## src/rtl/board_scanner_if.sv

```systemverilog
// Board scanner bus: board RAM read port plus the piece stream to the
// move-ray transmitter. The scanner is the master of both halves.
interface board_scanner_if #(
    parameter int ADDR_W  = 6,
    parameter int PIECE_W = 6
);
    // Board RAM read port
    logic               rd_en;
    logic [ADDR_W-1:0]  rd_addr;
    logic [PIECE_W-1:0] rd_data;

    // Piece stream towards the transmitter
    logic               engine_color;
    logic [PIECE_W-1:0] piece_reg;
    logic [ADDR_W-1:0]  pos_reg;
    logic               out_valid;
    logic               out_ready;

    modport master (
        output rd_en, rd_addr, engine_color, piece_reg, pos_reg, out_valid,
        input  rd_data, out_ready
    );

    modport slave (
        input  rd_en, rd_addr, engine_color, piece_reg, pos_reg, out_valid,
        output rd_data, out_ready
    );
endinterface

```

## src/rtl/board_scanner.sv

```systemverilog
// Board scanner: walks every board square in index order, skips empty squares
// and opponent pieces, and streams each engine-owned piece with its square
// index through a valid/ready handshake. A one-cycle done pulse closes a scan.
module board_scanner #(
    parameter int SQUARES = 64,
    parameter int ADDR_W  = 6,
    parameter int PIECE_W = 6,
    parameter int CNT_W   = 7
) (
    input  logic             clk,
    input  logic             reset_n,
    input  logic             start,
    input  logic             abort,
    input  logic             color_in,
    board_scanner_if.master  bus,
    output logic             busy,
    output logic             done,
    output logic [CNT_W-1:0] piece_count
);
    localparam logic [2:0] ST_IDLE = 3'd0;
    localparam logic [2:0] ST_REQ  = 3'd1;
    localparam logic [2:0] ST_EVAL = 3'd2;
    localparam logic [2:0] ST_HOLD = 3'd3;
    localparam logic [2:0] ST_DONE = 3'd4;

    localparam logic [ADDR_W-1:0] LAST_IDX = ADDR_W'(SQUARES - 1);

    logic [2:0]         state_r;
    logic [ADDR_W-1:0]  idx_r;
    logic               rd_en_r;
    logic [ADDR_W-1:0]  rd_addr_r;
    logic               engine_color_r;
    logic [PIECE_W-1:0] piece_r;
    logic [ADDR_W-1:0]  pos_r;
    logic               out_valid_r;
    logic               busy_r;
    logic               done_r;
    logic [CNT_W-1:0]   piece_count_r;

    logic               own_piece_s;
    logic               last_sq_s;
    logic               accept_s;

    // Classify the square just read and the handshake / end-of-board conditions
    always_comb begin
        own_piece_s = 1'b0;
        last_sq_s   = 1'b0;
        accept_s    = 1'b0;
        if ((bus.rd_data[PIECE_W-2:0] != {(PIECE_W-1){1'b0}}) &&
            (bus.rd_data[PIECE_W-1] == engine_color_r)) begin
            own_piece_s = 1'b1;
        end else begin
            own_piece_s = 1'b0;
        end
        if (idx_r == LAST_IDX) begin
            last_sq_s = 1'b1;
        end else begin
            last_sq_s = 1'b0;
        end
        if (out_valid_r && bus.out_ready) begin
            accept_s = 1'b1;
        end else begin
            accept_s = 1'b0;
        end
    end

    // Scan FSM with all outputs registered
    always_ff @(posedge clk or negedge reset_n) begin
        if (!reset_n) begin
            state_r        <= ST_IDLE;
            idx_r          <= {ADDR_W{1'b0}};
            rd_en_r        <= 1'b0;
            rd_addr_r      <= {ADDR_W{1'b0}};
            engine_color_r <= 1'b0;
            piece_r        <= {PIECE_W{1'b0}};
            pos_r          <= {ADDR_W{1'b0}};
            out_valid_r    <= 1'b0;
            busy_r         <= 1'b0;
            done_r         <= 1'b0;
            piece_count_r  <= {CNT_W{1'b0}};
        end else if (abort && (state_r != ST_IDLE)) begin
            // Abort drops any pending piece; the partial count stays visible
            state_r     <= ST_IDLE;
            rd_en_r     <= 1'b0;
            piece_r     <= {PIECE_W{1'b0}};
            pos_r       <= {ADDR_W{1'b0}};
            out_valid_r <= 1'b0;
            busy_r      <= 1'b0;
            done_r      <= 1'b0;
        end else begin
            case (state_r)
                ST_IDLE: begin
                    done_r <= 1'b0;
                    if (start && !abort) begin
                        engine_color_r <= color_in;
                        idx_r          <= {ADDR_W{1'b0}};
                        piece_count_r  <= {CNT_W{1'b0}};
                        rd_en_r        <= 1'b1;
                        rd_addr_r      <= {ADDR_W{1'b0}};
                        busy_r         <= 1'b1;
                        state_r        <= ST_REQ;
                    end else begin
                        state_r <= ST_IDLE;
                    end
                end
                ST_REQ: begin
                    rd_en_r <= 1'b0;
                    state_r <= ST_EVAL;
                end
                ST_EVAL: begin
                    if (own_piece_s) begin
                        piece_r       <= bus.rd_data;
                        pos_r         <= idx_r;
                        out_valid_r   <= 1'b1;
                        piece_count_r <= piece_count_r + CNT_W'(1);
                        state_r       <= ST_HOLD;
                    end else if (last_sq_s) begin
                        done_r  <= 1'b1;
                        state_r <= ST_DONE;
                    end else begin
                        idx_r     <= idx_r + ADDR_W'(1);
                        rd_addr_r <= idx_r + ADDR_W'(1);
                        rd_en_r   <= 1'b1;
                        state_r   <= ST_REQ;
                    end
                end
                ST_HOLD: begin
                    if (accept_s) begin
                        out_valid_r <= 1'b0;
                        piece_r     <= {PIECE_W{1'b0}};
                        pos_r       <= {ADDR_W{1'b0}};
                        if (last_sq_s) begin
                            done_r  <= 1'b1;
                            state_r <= ST_DONE;
                        end else begin
                            idx_r     <= idx_r + ADDR_W'(1);
                            rd_addr_r <= idx_r + ADDR_W'(1);
                            rd_en_r   <= 1'b1;
                            state_r   <= ST_REQ;
                        end
                    end else begin
                        state_r <= ST_HOLD;
                    end
                end
                ST_DONE: begin
                    done_r  <= 1'b0;
                    busy_r  <= 1'b0;
                    state_r <= ST_IDLE;
                end
                default: begin
                    state_r     <= ST_IDLE;
                    rd_en_r     <= 1'b0;
                    out_valid_r <= 1'b0;
                    piece_r     <= {PIECE_W{1'b0}};
                    pos_r       <= {ADDR_W{1'b0}};
                    busy_r      <= 1'b0;
                    done_r      <= 1'b0;
                end
            endcase
        end
    end

    assign bus.rd_en        = rd_en_r;
    assign bus.rd_addr      = rd_addr_r;
    assign bus.engine_color = engine_color_r;
    assign bus.piece_reg    = piece_r;
    assign bus.pos_reg      = pos_r;
    assign bus.out_valid    = out_valid_r;
    assign busy             = busy_r;
    assign done             = done_r;
    assign piece_count      = piece_count_r;
endmodule

```

## src/flat_wrapper.sv

```systemverilog
// flat-port wrapper written by rule: the top's interface ports become plain ports
module board_scanner_flat 
#(
    parameter int SQUARES = 64,
    parameter int ADDR_W  = 6,
    parameter int PIECE_W = 6,
    parameter int CNT_W   = 7
)
  (clk, reset_n, start, abort, color_in, busy, done, piece_count, bus_rd_en, bus_rd_addr, bus_engine_color, bus_piece_reg, bus_pos_reg, bus_out_valid, bus_rd_data, bus_out_ready);
  board_scanner_if #(.ADDR_W(ADDR_W), .PIECE_W(PIECE_W)) bus_i ();
  input  logic clk;
  input  logic reset_n;
  input  logic start;
  input  logic abort;
  input  logic color_in;
  output logic busy;
  output logic done;
  output logic [CNT_W-1:0] piece_count;
  output wire logic [$bits(bus_i.rd_en)-1:0] bus_rd_en;
  output wire logic [$bits(bus_i.rd_addr)-1:0] bus_rd_addr;
  output wire logic [$bits(bus_i.engine_color)-1:0] bus_engine_color;
  output wire logic [$bits(bus_i.piece_reg)-1:0] bus_piece_reg;
  output wire logic [$bits(bus_i.pos_reg)-1:0] bus_pos_reg;
  output wire logic [$bits(bus_i.out_valid)-1:0] bus_out_valid;
  input wire logic [$bits(bus_i.rd_data)-1:0] bus_rd_data;
  input wire logic [$bits(bus_i.out_ready)-1:0] bus_out_ready;
  assign bus_rd_en = bus_i.rd_en;
  assign bus_rd_addr = bus_i.rd_addr;
  assign bus_engine_color = bus_i.engine_color;
  assign bus_piece_reg = bus_i.piece_reg;
  assign bus_pos_reg = bus_i.pos_reg;
  assign bus_out_valid = bus_i.out_valid;
  assign bus_i.rd_data = bus_rd_data;
  assign bus_i.out_ready = bus_out_ready;
  board_scanner #(.SQUARES(SQUARES), .ADDR_W(ADDR_W), .PIECE_W(PIECE_W), .CNT_W(CNT_W)) u_core (.clk(clk), .reset_n(reset_n), .start(start), .abort(abort), .color_in(color_in), .bus(bus_i), .busy(busy), .done(done), .piece_count(piece_count));
endmodule
```

## config.mk

```make
export PLATFORM = sky130hd
export DESIGN_NAME = board_scanner_flat
export DESIGN_NICKNAME = d
export VERILOG_FILES = /design/src/rtl/board_scanner_if.sv /design/src/rtl/board_scanner.sv /design/src/flat_wrapper.sv
export SDC_FILE = /design/constraint.sdc
export NUM_CORES = 1
export LEC_CHECK = 0
export BUFFER_PORTS_ARGS = -buffer_cell sky130_fd_sc_hd__buf_4
export CAP_MARGIN = 30
export CORE_ASPECT_RATIO = 0.6
export CORE_MARGIN = 8
export CORE_UTILIZATION = 52
export CTS_CLUSTER_SIZE = 24
export DETAILED_ROUTE_END_ITERATION = 10
export PLACE_DENSITY = 0.76
export SYNTH_ARGS = -nofsm -noshare
export SYNTH_HDL_FRONTEND = slang
export SYNTH_SLANG_ARGS = --single-unit
```

## constraint.sdc

```tcl
create_clock -name clk -period 3.1 [get_ports clk]
set_clock_uncertainty 0.2 [all_clocks]
set_input_delay 0.465 -clock clk [delete_from_list [all_inputs] [get_ports clk]]
set_output_delay 0.465 -clock clk [all_outputs]
set_load 0.1 [all_outputs]
```

## Yosys cells after proc, flatten, opt, wreduce, memory -nomap -nowiden

Index checks and enable logic that the tools add are counted.

| operators by class | value |
|---|---|
| $add $sub $neg | 2 |
| equal/unequal tests | 18 |
| mux-type cells | 45 |
| bitwise logic cells | 1 |
| reductions and logical operators | 19 |

Operators with widths:

| kind | number |
|---|---|
| 2-to-1 mux 6 bit | 12 |
| one-hot mux 6 bit (3 select lines) | 4 |
| 2-to-1 mux 1 bit | 17 |
| 2-to-1 mux 7 bit | 2 |
| inequality test 2 x 1 -> 1 bit (second input constant) | 7 |
| one-hot mux 7 bit (2 select lines) | 1 |
| 2-to-1 mux 3 bit | 4 |
| one-hot mux 3 bit (4 select lines) | 1 |
| inequality test 3 x 1 -> 1 bit (second input constant) | 3 |
| AND reduction 3 bit | 3 |
| AND reduction 4 bit | 2 |
| adder 7 x 1 -> 7 bit (second input constant) | 1 |
| adder 6 x 1 -> 6 bit (second input constant) | 1 |
| == test 3 x 2 -> 1 bit (second input constant) | 2 |
| == test 6 bit (second input constant) | 1 |
| one-hot mux 1 bit (3 select lines) | 2 |
| nonzero test 3 bit | 2 |
| OR reduction 3 bit | 2 |
| AND reduction 5 bit | 1 |
| nonzero test 5 bit | 1 |
| logical AND 1 bit | 4 |
| one-hot mux 1 bit (4 select lines) | 1 |
| == test 3 x 1 -> 1 bit (second input constant) | 1 |
| == test 3 bit (second input constant) | 1 |
| 9 further kinds | 9 |

| storage, ports and cells | value |
|---|---|
| register bits | 39 |
| input bits | 12 |

## Logic depth before layout (Yosys ltp)

Gate-level depths: netlist of the first run.

| logic depth | value |
|---|---|
| depth in word-level cells | 6 |
| gate-level depth with buffers | 7 |

## Least setup slack after synthesis of the first run

No wires, ideal clock.

| timing path | value |
|---|---|
| path type | register to register |
| from | register u_core.idx_r[0] |
| to | register u_core.idx_r[0] |
| data arrival time | 2.580 ns |
| setup slack | 0.194 ns |
| stages on the path, launching flop included | 8 |
| path buffers | 1 |
| clock period less this slack | 2.906 ns |
| cells stage by stage | dfrtp_1 ha_1 and3_1 nand3_1 o221ai_1 or2_1 buf_6 mux2_4 |

| between the ends | value |
|---|---|
| cells in the longest elaborated chain, start to end | 5 |

Ends and longest elaborated chain:

| item | RTL line | source |
|---|---|---|
| from (decl) | board_scanner.sv:29 | `logic [ADDR_W-1:0] idx_r;` |
| from (signal assigned) | board_scanner.sv:71 | `idx_r <= {ADDR_W{1'b0}};` |
| from (signal assigned) | board_scanner.sv:96 | `idx_r <= {ADDR_W{1'b0}};` |
| from (signal assigned) | board_scanner.sv:121 | `idx_r <= idx_r + ADDR_W'(1);` |
| parallel branches: the longest is 2 deep, another holds adder 6 x 1 -> 6 bit | - |  |
| 2-to-1 mux 6 bit * | board_scanner.sv:117, board_scanner.sv:132 |  |
| 2-to-1 mux 6 bit (on tied branches) | board_scanner.sv:128, board_scanner.sv:111 |  |
| one-hot mux 6 bit (3 select lines) * | board_scanner.sv:91 | `case (state_r)` |

Every way passes the cells marked *. The select of a mux whose other input is x is not followed.
A chain may end at the register's enable or synchronous reset.

## Worst setup path after layout of the first run

| timing path | value |
|---|---|
| from | register u_core.idx_r[1] |
| to | register u_core.idx_r[0] |

| between the ends | value |
|---|---|
| cells in the longest elaborated chain, start to end | 5 |

Ends and longest elaborated chain:

| item | RTL line | source |
|---|---|---|
| == test 6 bit * | board_scanner.sv:55 | `if (idx_r == LAST_IDX) begin` |
| 2-to-1 mux 1 bit * | board_scanner.sv:55 |  |
| 2-to-1 mux 6 bit * | - |  |
| 2-to-1 mux 6 bit | - |  |
| one-hot mux 6 bit (3 select lines) * | - |  |

Mark *: on every way between the ends. The rest lies on a longest branch, timed or not. The select of a mux whose other input is x is not followed.

==> summary.txt, run 1 <==
CTS buffer count - 5
Post-DP HPWL - 3060 µm
Top post-synthesis cells by count - dfrtp_1, nor2_1, a22o_1, nand3_1
Post-Synthesis Cells - 154
Register area - 826 µm²
Starting Density - 56.0%
Vias in the first global route - 1395
Final Hold Viols - 0
R2R setup slack - 0.49 ns
Clk slew on worst S/H paths - 0.06 ns
Syn_area_per_cell - 10.7 µm²
Footprint of the multi-input gates - 773 µm²
Max FO, Critical Path - 7
Max Fclk - 384 MHz
Setup crit start - u_core.idx_r[1]
Pre-antenna DRT Iters - 4
Status - completed
Total Wirelength - 4210 µm
Slew HR - 63.7%
H-Tree Depth - 2
Synth cell types - 45
Max Cap Viol - 0
RD Place Congestion - 0.938
Die height - 59.6 µm
Post-synthesis instance area - 1650 µm²
Syn. warnings - 0
Post-route DRC - 0
Crit path cell chain - ha_1, and3_1, nand3_1, o221ai_1, or2_1, mux2_4
Async set-reset flop share out of synthesis - 100%
Leakage - 0.00102 µW
Post-route setup TNS - 0 ns
Final nets - 211
CTS tree - yes
Worst slack at placement - 0.584 ns
Post-synth top area cell - dfrtp_1
Vias - 1444
Setup violators final - 0
RSZ-0062 raised after global routing - false
I/O pins - 42
GRT Residual Overflow - 0
Worst-Margin Slew - 0.545 ns
Sequential fraction of the synthesis area - 50.0%
CTS sink cnt - 33
Root buffer cell - clkbuf_8
Die width - 88.7 µm
Layout cells sized above 1 - 32.0%
Placed cells - 231
Crit. End Element - register
Non-Filler Instances - 239
R2R Path End - u_core.idx_r[0]
CP max stage delay - 0.49 ns
Syn nets - 168
Max-slew violation count - 0
WL/cell - 17.6 µm
Worst-Skew Late Latency - 0.28 ns
Rows - 15
End point of the critical path - u_core.idx_r[0]
Initial detailed-routing violation count - 199
CP Launch Type - register
Global Route Usage Sum - 17.4%
Setup Fix Bufs, Post-CTS - 0
Largest net degree at the start of global routing - 34
Initial antenna violation count - 0
Max reg flops - 7
Number of routed nets with antenna violations - 0
Top_reg_cell synth - dfrtp_1
Critical path arrival - 2.57 ns
ANT cells - 0
Area share of the largest cell type after synthesis - 50.0%
Die ar. - 5290 µm²
Post-synth EDFFs - 0
Clock Path Buffers - 2
CP Class - reg -> reg
Worst path slowest cell - dfrtp_1
Peak supply drop - 667 µV
Hold Crit Class - in -> reg
Area growth syn-to-layout - 25.5%
Most instantiated library cell after synthesis - dfrtp_1
Final worst setup slack - 0.494 ns
Routed vias/inst - 6.04
Post-synthesis register bit count - 33
Critical R2R Launch - u_core.idx_r[1]
First-pass GRT wire length - 6890 µm
Tcrit/Tclk final - 84.1%
Power per cell area - 1030 nW/µm²
WP data required - 3.07 ns
Port Buffer Count - 41
Largest cells by area after synthesis - dfrtp_1, a22o_1, o41ai_2, nand3_1, nor2_1
Total core area - 2950 µm²
Design area - 2070 µm²
R2R cell count - 6
Placed Instance Area - 1970 µm²
Min cycle time layout - 2.61 ns
Fillers - 225
-- worst min-delay path by stage --
stage / startpoint / end / depth (start not counted)
after floorplan: reset_n / u_core.bus.engine_color / 0
after CTS: bus_rd_data[2] / u_core.bus.piece_reg[2] / 2
after global routing: bus_rd_data[3] / u_core.bus.piece_reg[3] / 2
final: bus_rd_data[2] / u_core.bus.piece_reg[2] / 2
after detailed placement: reset_n / u_core.bus.pos_reg[0] / 1
after global placement: reset_n / u_core.bus.pos_reg[0] / 1
-- critical path, delay by kind of cell (launching register included) --
kind | cells | cell delay [ns]
flip-flops | 1 | 0.49
multiplexers | 1 | 0.33
AND/OR/NAND/NOR | 3 | 0.73
adder cells (fa/ha/maj) | 1 | 0.27
AO/OA/AOI/OAI | 1 | 0.49
-- routing by layer --
metal / up-vias / track usage, % / routed length [µm]
met5: - / 0 / 0
met4: 0 / 8.11 / 78
met3: 10 / 5.95 / 359
met2: 76 / 23.4 / 1750
met1: 691 / 23.8 / 2030
li1: 667 / - / -
-- metrics by stage --
| stage | util [%] | power (µW) | hold WS, ns |
|---|---|---|---|
| detailed placement | 67.0 | 1800 | 0.231 |
| floorplan | - | 1570 | -0.0306 |
| global route | 70.3 | 2230 | 0.209 |
| global placement | 67.0 | 1790 | 0.222 |
| CTS | 70.3 | 2130 | 0.208 |
| finish | 70.3 | 2120 | 0.214 |
-- cells in the final DEF, fill, tap and decap left out, drive strengths merged, types with 4 or more instances in the layout --
master / count
nand2: 9
nor2: 14
dfrtp: 33
nand3: 11
a22o: 12
and3: 5
buf: 42
o21ai: 11
clkbuf: 7
o41ai: 4
o31ai: 5
-- power breakdown --
group          internal (µW)  total, µW  switching, µW  leakage [µW]
clock network            176        317            141     0.0000443
registers                521        621           99.6      0.000448
logic                    282       1190            904      0.000530
-- cell families after synthesis --
family	Yosys count	synth area share, %
buffers and inverters	9	3.11
flip-flops	33	50.0
XOR/XNOR	2	1.06
AND/OR/NAND/NOR	55	17.2
multiplexers	2	1.59
AO/OA/AOI/OAI	50	24.9
adder cells (fa/ha/maj)	3	2.12
-- what timing repair did --
action                                 CTS  global route
gates resized for setup                  0             0
setup endpoints to repair                0             0
endpoints found under the hold margin   33             0
hold buffers                             1             0
-- area by class of cell --
type	count	area share, %
inverter	2	0.363
timing repair buffer	43	15.7
sequential	33	39.9
clock buffer	7	4.17
multi-input combinational	112	37.3
tap	42	2.54
Power figures use the tool's default switching activity.
==> run 2, diff against run 1 <==
==> constraint.sdc (replaced) <==
create_clock -name clk -period 2.5 [get_ports clk]
set_clock_uncertainty 0.2 [all_clocks]
set_input_delay 0.375 -clock clk [delete_from_list [all_inputs] [get_ports clk]]
set_output_delay 0.375 -clock clk [all_outputs]
set_load 0.1 [all_outputs]
==> summary.txt, run 2 (synthesis gave the netlist of run 1 again) <==
CP Launch Type - register
Total core area - 2950 µm²
GRT Residual Overflow - 0
Vias in the first global route - 1414
Placed cells - 233
Max-slew violation count - 0
Min cycle time layout - 2.22 ns
WL met3 - 416 µm
Clock power frac - 14.3%
Register area - 838 µm²
Initial antenna violation count - 0
Vias - 1453
Hold Crit Class - in -> reg
Setup violators final - 0
Routed vias/inst - 6.00
Number of routed nets with antenna violations - 0
Critical path arrival - 2.19 ns
Crit path cell chain - ha_1, and3_1, nand3_1, o221ai_1, or2_1, mux2_4
Seq pwr share - 29.5%
Total Wirelength - 4210 µm
CTS tree - yes
Port Buffer Count - 41
Crit. End Element - register
Fillers - 221
ANT cells - 0
Status - completed
WL/cell - 17.4 µm
CP max stage delay - 0.53 ns
CTS buffer count - 5
Clock Path Buffers - 2
Internal power - 1220 µW
RSZ-0062 raised after global routing - false
Routed met2 length - 1770 µm
Post-route setup TNS - 0 ns
Max FO, Critical Path - 7
RD Place Congestion - 0.950
Largest net degree at the start of global routing - 34
Slew HR - 66.0%
Die ar. - 5290 µm²
Layout cells sized above 1 - 35.0%
WP data required - 2.47 ns
Die width - 88.7 µm
Power per cell area - 1270 nW/µm²
Starting Density - 56.0%
Worst-Margin Slew - 0.502 ns
Pre-antenna DRT Iters - 4
Worst-Skew Late Latency - 0.28 ns
Root buffer cell - clkbuf_8
Total design power - 2670 µW
Final Hold Viols - 0
Tcrit/Tclk final - 88.9%
Footprint of the multi-input gates - 773 µm²
Sw frac - 54.4%
I/O pins - 42
CP Class - reg -> reg
Most frequent cells in the layout - buf_4, dfrtp_1, nor2_1, nand3_1, a22o_1
H-Tree Depth - 2
Area growth syn-to-layout - 26.8%
Initial detailed-routing violation count - 144
Max Fclk - 450 MHz
Post-DP HPWL - 3100 µm
Top routing layer in use - met4
Worst path slowest cell - dfrtp_4
Max Cap Viol - 0
Post-CTS sizing - 0
Clk slew on worst S/H paths - 0.06 ns
Final nets - 213
Leakage - 0.00102 µW
Met1 wire length - 1990 µm
Combinational power share - 56.2%
Post-route DRC - 0
Non-Filler Instances - 242
Die height - 59.6 µm
Global Route Usage Sum - 16.8%
Net Switching - 1450 µW
First-pass GRT wire length - 6860 µm
Commonest non-fill, non-tap cell in the layout - buf_4
CTS sink cnt - 33
Peak supply drop - 797 µV
Rows - 15
Max reg flops - 7
==> run 2: changes by cell type in the layout (fill, tap and decap cells not counted) <==
cell / before / now
clkbuf_8: 6 / 5
dfrtp_1: 33 / 27
dfrtp_4: 0 / 2
clkbuf_1: 1 / 3
buf_4: 42 / 44
dfrtp_2: 0 / 4
==> run 2: per-stage QoR <==
stage          utilization, %  setup WS [ns]  hold slack, ns  instance area (µm²)
6_report                 71.0          0.278           0.127                 2090
3_3_place_gp             67.9          0.120           0.133                 2000
2_1_floorplan               -         0.0347          -0.121                 1660
5_1_grt                  71.0          0.140           0.124                 2090
4_1_cts                  71.0          0.285           0.124                 2090
3_5_place_dp             67.9         0.0819           0.141                 2000
==> run 2: power by group through the flow <==
stage                     Clock (µW)  Sequential (µW)  Combinational, µW
after floorplan                    0             1450                502
after global placement             0              781               1480
after detailed placement           0              788               1490
after CTS                        383              782               1500
after global routing             404              803               1570
final                            380              788               1500
==> run 2: worst paths after layout <==
path / from / slack, ns / cells after the start / to
max: u_core.idx_r[0] / 0.28 / 6 / u_core.idx_r[0]
min: color_in / 0.13 / 2 / u_core.bus.engine_color
max reg2reg: u_core.idx_r[0] / 0.28 / 6 / u_core.idx_r[0]
min reg2reg: u_core.bus.piece_reg[4] / 0.31 / 1 / u_core.bus.piece_reg[4]
max in group asynchronous: reset_n / 1.40 / 2 / u_core.idx_r[0]
min in group asynchronous: reset_n / 0.37 / 2 / u_core.bus.pos_reg[0]
==> run 2: final cells by class <==
| type | instances | share of cell area, % |
|---|---|---|
| Inverter | 2 | 0.359 |
| Tap cell | 42 | 2.51 |
| Sequential cell | 33 | 40.1 |
| Multi-Input combinational cell | 112 | 37.0 |
| Clock buffer | 8 | 3.83 |
| Timing Repair Buffer | 45 | 16.3 |
==> run 2: critical path: cells and delay by family (launching register included) <==
family / cells / cell delay, ns
fa+ha+maj: 1 / 0.27
flops: 1 / 0.53
simple gates: 3 / 0.63
mux: 1 / 0.33
compound gates: 1 / 0.14
==> run 2: what timing repair did <==
action                                 CTS  global route
endpoints found under the hold margin   33             0
setup buffers                            0             0
hold buffers                             1             0
==> run 2: layer usage <==
metal	GRT usage [%]	vias up
li1	-	667
met1	22.9	707
met2	22.5	76
met3	7.47	3
met4	5.73	0
met5	0	-
==> run 3, diff against run 2 <==
--- a/config.mk
+++ b/config.mk
@@ -12,7 +12,7 @@
 export CORE_UTILIZATION = 52
 export CTS_CLUSTER_SIZE = 24
 export DETAILED_ROUTE_END_ITERATION = 10
-export PLACE_DENSITY = 0.76
+export PLACE_DENSITY = 0.83
 export SYNTH_ARGS = -nofsm -noshare
 export SYNTH_HDL_FRONTEND = slang
 export SYNTH_SLANG_ARGS = --single-unit
==> summary.txt, run 3 (synthesis gave the netlist of run 1 again) <==
Commonest non-fill, non-tap cell in the layout - buf_4
Footprint of the multi-input gates - 773 µm²
Most frequent cells in the layout - buf_4, dfrtp_1, nor2_1, nand3_1, a22o_1
Setup Fix Bufs, Post-CTS - 0
Total core area - 2950 µm²
CTS tree - yes
H-Tree Depth - 2
Status - completed
RSZ-0062 raised after global routing - false
Area growth syn-to-layout - 29.4%
Post-route DRC - 0
CP max stage delay - 0.47 ns
Post-route setup TNS - 0 ns
Setup violators final - 0
Routed vias/inst - 6.01
Peak supply drop - 812 µV
Max-slew violation count - 0
Root buffer cell - clkbuf_8
Max reg flops - 7
Top Family by Delay on Critical Path - simple AND/OR/NAND/NOR gates
CP Class - reg -> reg
Final Hold Viols - 0
RD Place Congestion - 0.913
Die ar. - 5290 µm²
CP bufs+invs - 0
Fillers - 213
ANT cells - 0
Die width - 88.7 µm
Hold slack final - 0.121 ns
WL/cell - 18.2 µm
Worst-Skew Late Latency - 0.28 ns
Initial detailed-routing violation count - 189
Hold Crit Class - in -> reg
CTS buffer count - 5
Worst-Margin Slew - 0.614 ns
Crit path cell chain - ha_1, and3_1, nand3_1, o221ai_1, or2_1, mux2_4
Crit. End Element - register
R2R setup slack - 0.16 ns
Min cycle time layout - 2.34 ns
Largest net degree at the start of global routing - 34
Clk slew on worst S/H paths - 0.07 ns
WP data required - 2.46 ns
First-pass GRT wire length - 7250 µm
Critical path arrival - 2.30 ns
Total Wirelength - 4420 µm
GRT Residual Overflow - 0
Initial antenna violation count - 0
Final nets - 214
Die height - 59.6 µm
Post-DP HPWL - 3290 µm
Vias in the first global route - 1441
Leakage - 0.00104 µW
Vias - 1461
Max Fclk - 427 MHz
CTS sink cnt - 33
Starting Density - 56.0%
Register area - 838 µm²
Pre-antenna DRT Iters - 4
Power per cell area - 1320 nW/µm²
Worst path slowest cell - dfrtp_4
Tcrit/Tclk final - 93.8%
Rows - 15
Layout cells sized above 1 - 36.3%
Global Route Usage Sum - 17.9%
I/O pins - 42
Max Cap Viol - 0
Number of routed nets with antenna violations - 0
CP Launch Type - register
Clock Path Buffers - 2
Port Buffer Count - 41
Slew HR - 58.5%
Max FO, Critical Path - 7
run 3: changes by cell type in the layout (fill, tap and decap cells not counted), sizes merged:
cell / change
clkbuf: -1
bufinv: +1
buf: +1
run 3: area by class of cell:
cell class,instances,area share [%]
repair buffers,46,16.3
well taps,42,2.46
clock inverters,1,1.41
flip-flops and latches,33,39.3
clock buffers,7,4.04
inverters,2,0.351
multi-input cells,112,36.2
run 3: power by group:
group / switching (µW) / internal, µW
combinational: 1150 / 374
clock: 183 / 325
sequential: 129 / 655
total: 1470 / 1350
run 3: timing repair:
action | 4_1_cts | 5_1_grt
endpoints found under the hold margin | 33 | 0
hold buffers | 1 | 0
gates resized for setup | 0 | 0
run 3: worst paths after layout:
| check | startpoint | endpoint | cells after the start |
|---|---|---|---|
| min in group asynchronous | reset_n | u_core.bus.pos_reg[2] | 2 |
| worst max register to register | u_core.idx_r[0] | u_core.idx_r[0] | 6 |
| max in group asynchronous | reset_n | u_core.idx_r[1] | 2 |
| worst min register to register | u_core.bus.pos_reg[3] | u_core.bus.pos_reg[3] | 1 |
| worst max-delay path | u_core.idx_r[0] | u_core.idx_r[0] | 6 |
| worst min-delay path | bus_rd_data[1] | u_core.bus.piece_reg[1] | 2 |
run 3: layer usage:
layer | part of all wire (%) | GRT usage [%] | vias up
li1 | - | - | 676
met3 | 7.8 | 4.98 | 5
met2 | 46 | 24.7 | 73
met5 | 0 | 0 | -
met4 | 0.70 | 6.44 | 0
met1 | 46 | 25.5 | 707
run 3: stage by stage:
stage / worst slack [ns] / cells / utilization (%) / instance area (µm²) / power (µW)
floorplan: 0.0347 / 154 / - / 1660 / 1950
global placement: 0.201 / 234 / 68.2 / 2010 / 2270
detailed placement: 0.126 / 234 / 68.2 / 2010 / 2300
CTS: 0.218 / 243 / 72.5 / 2140 / 2820
global route: 0.0526 / 243 / 72.5 / 2140 / 2940
finish: 0.156 / 243 / 72.5 / 2140 / 2820
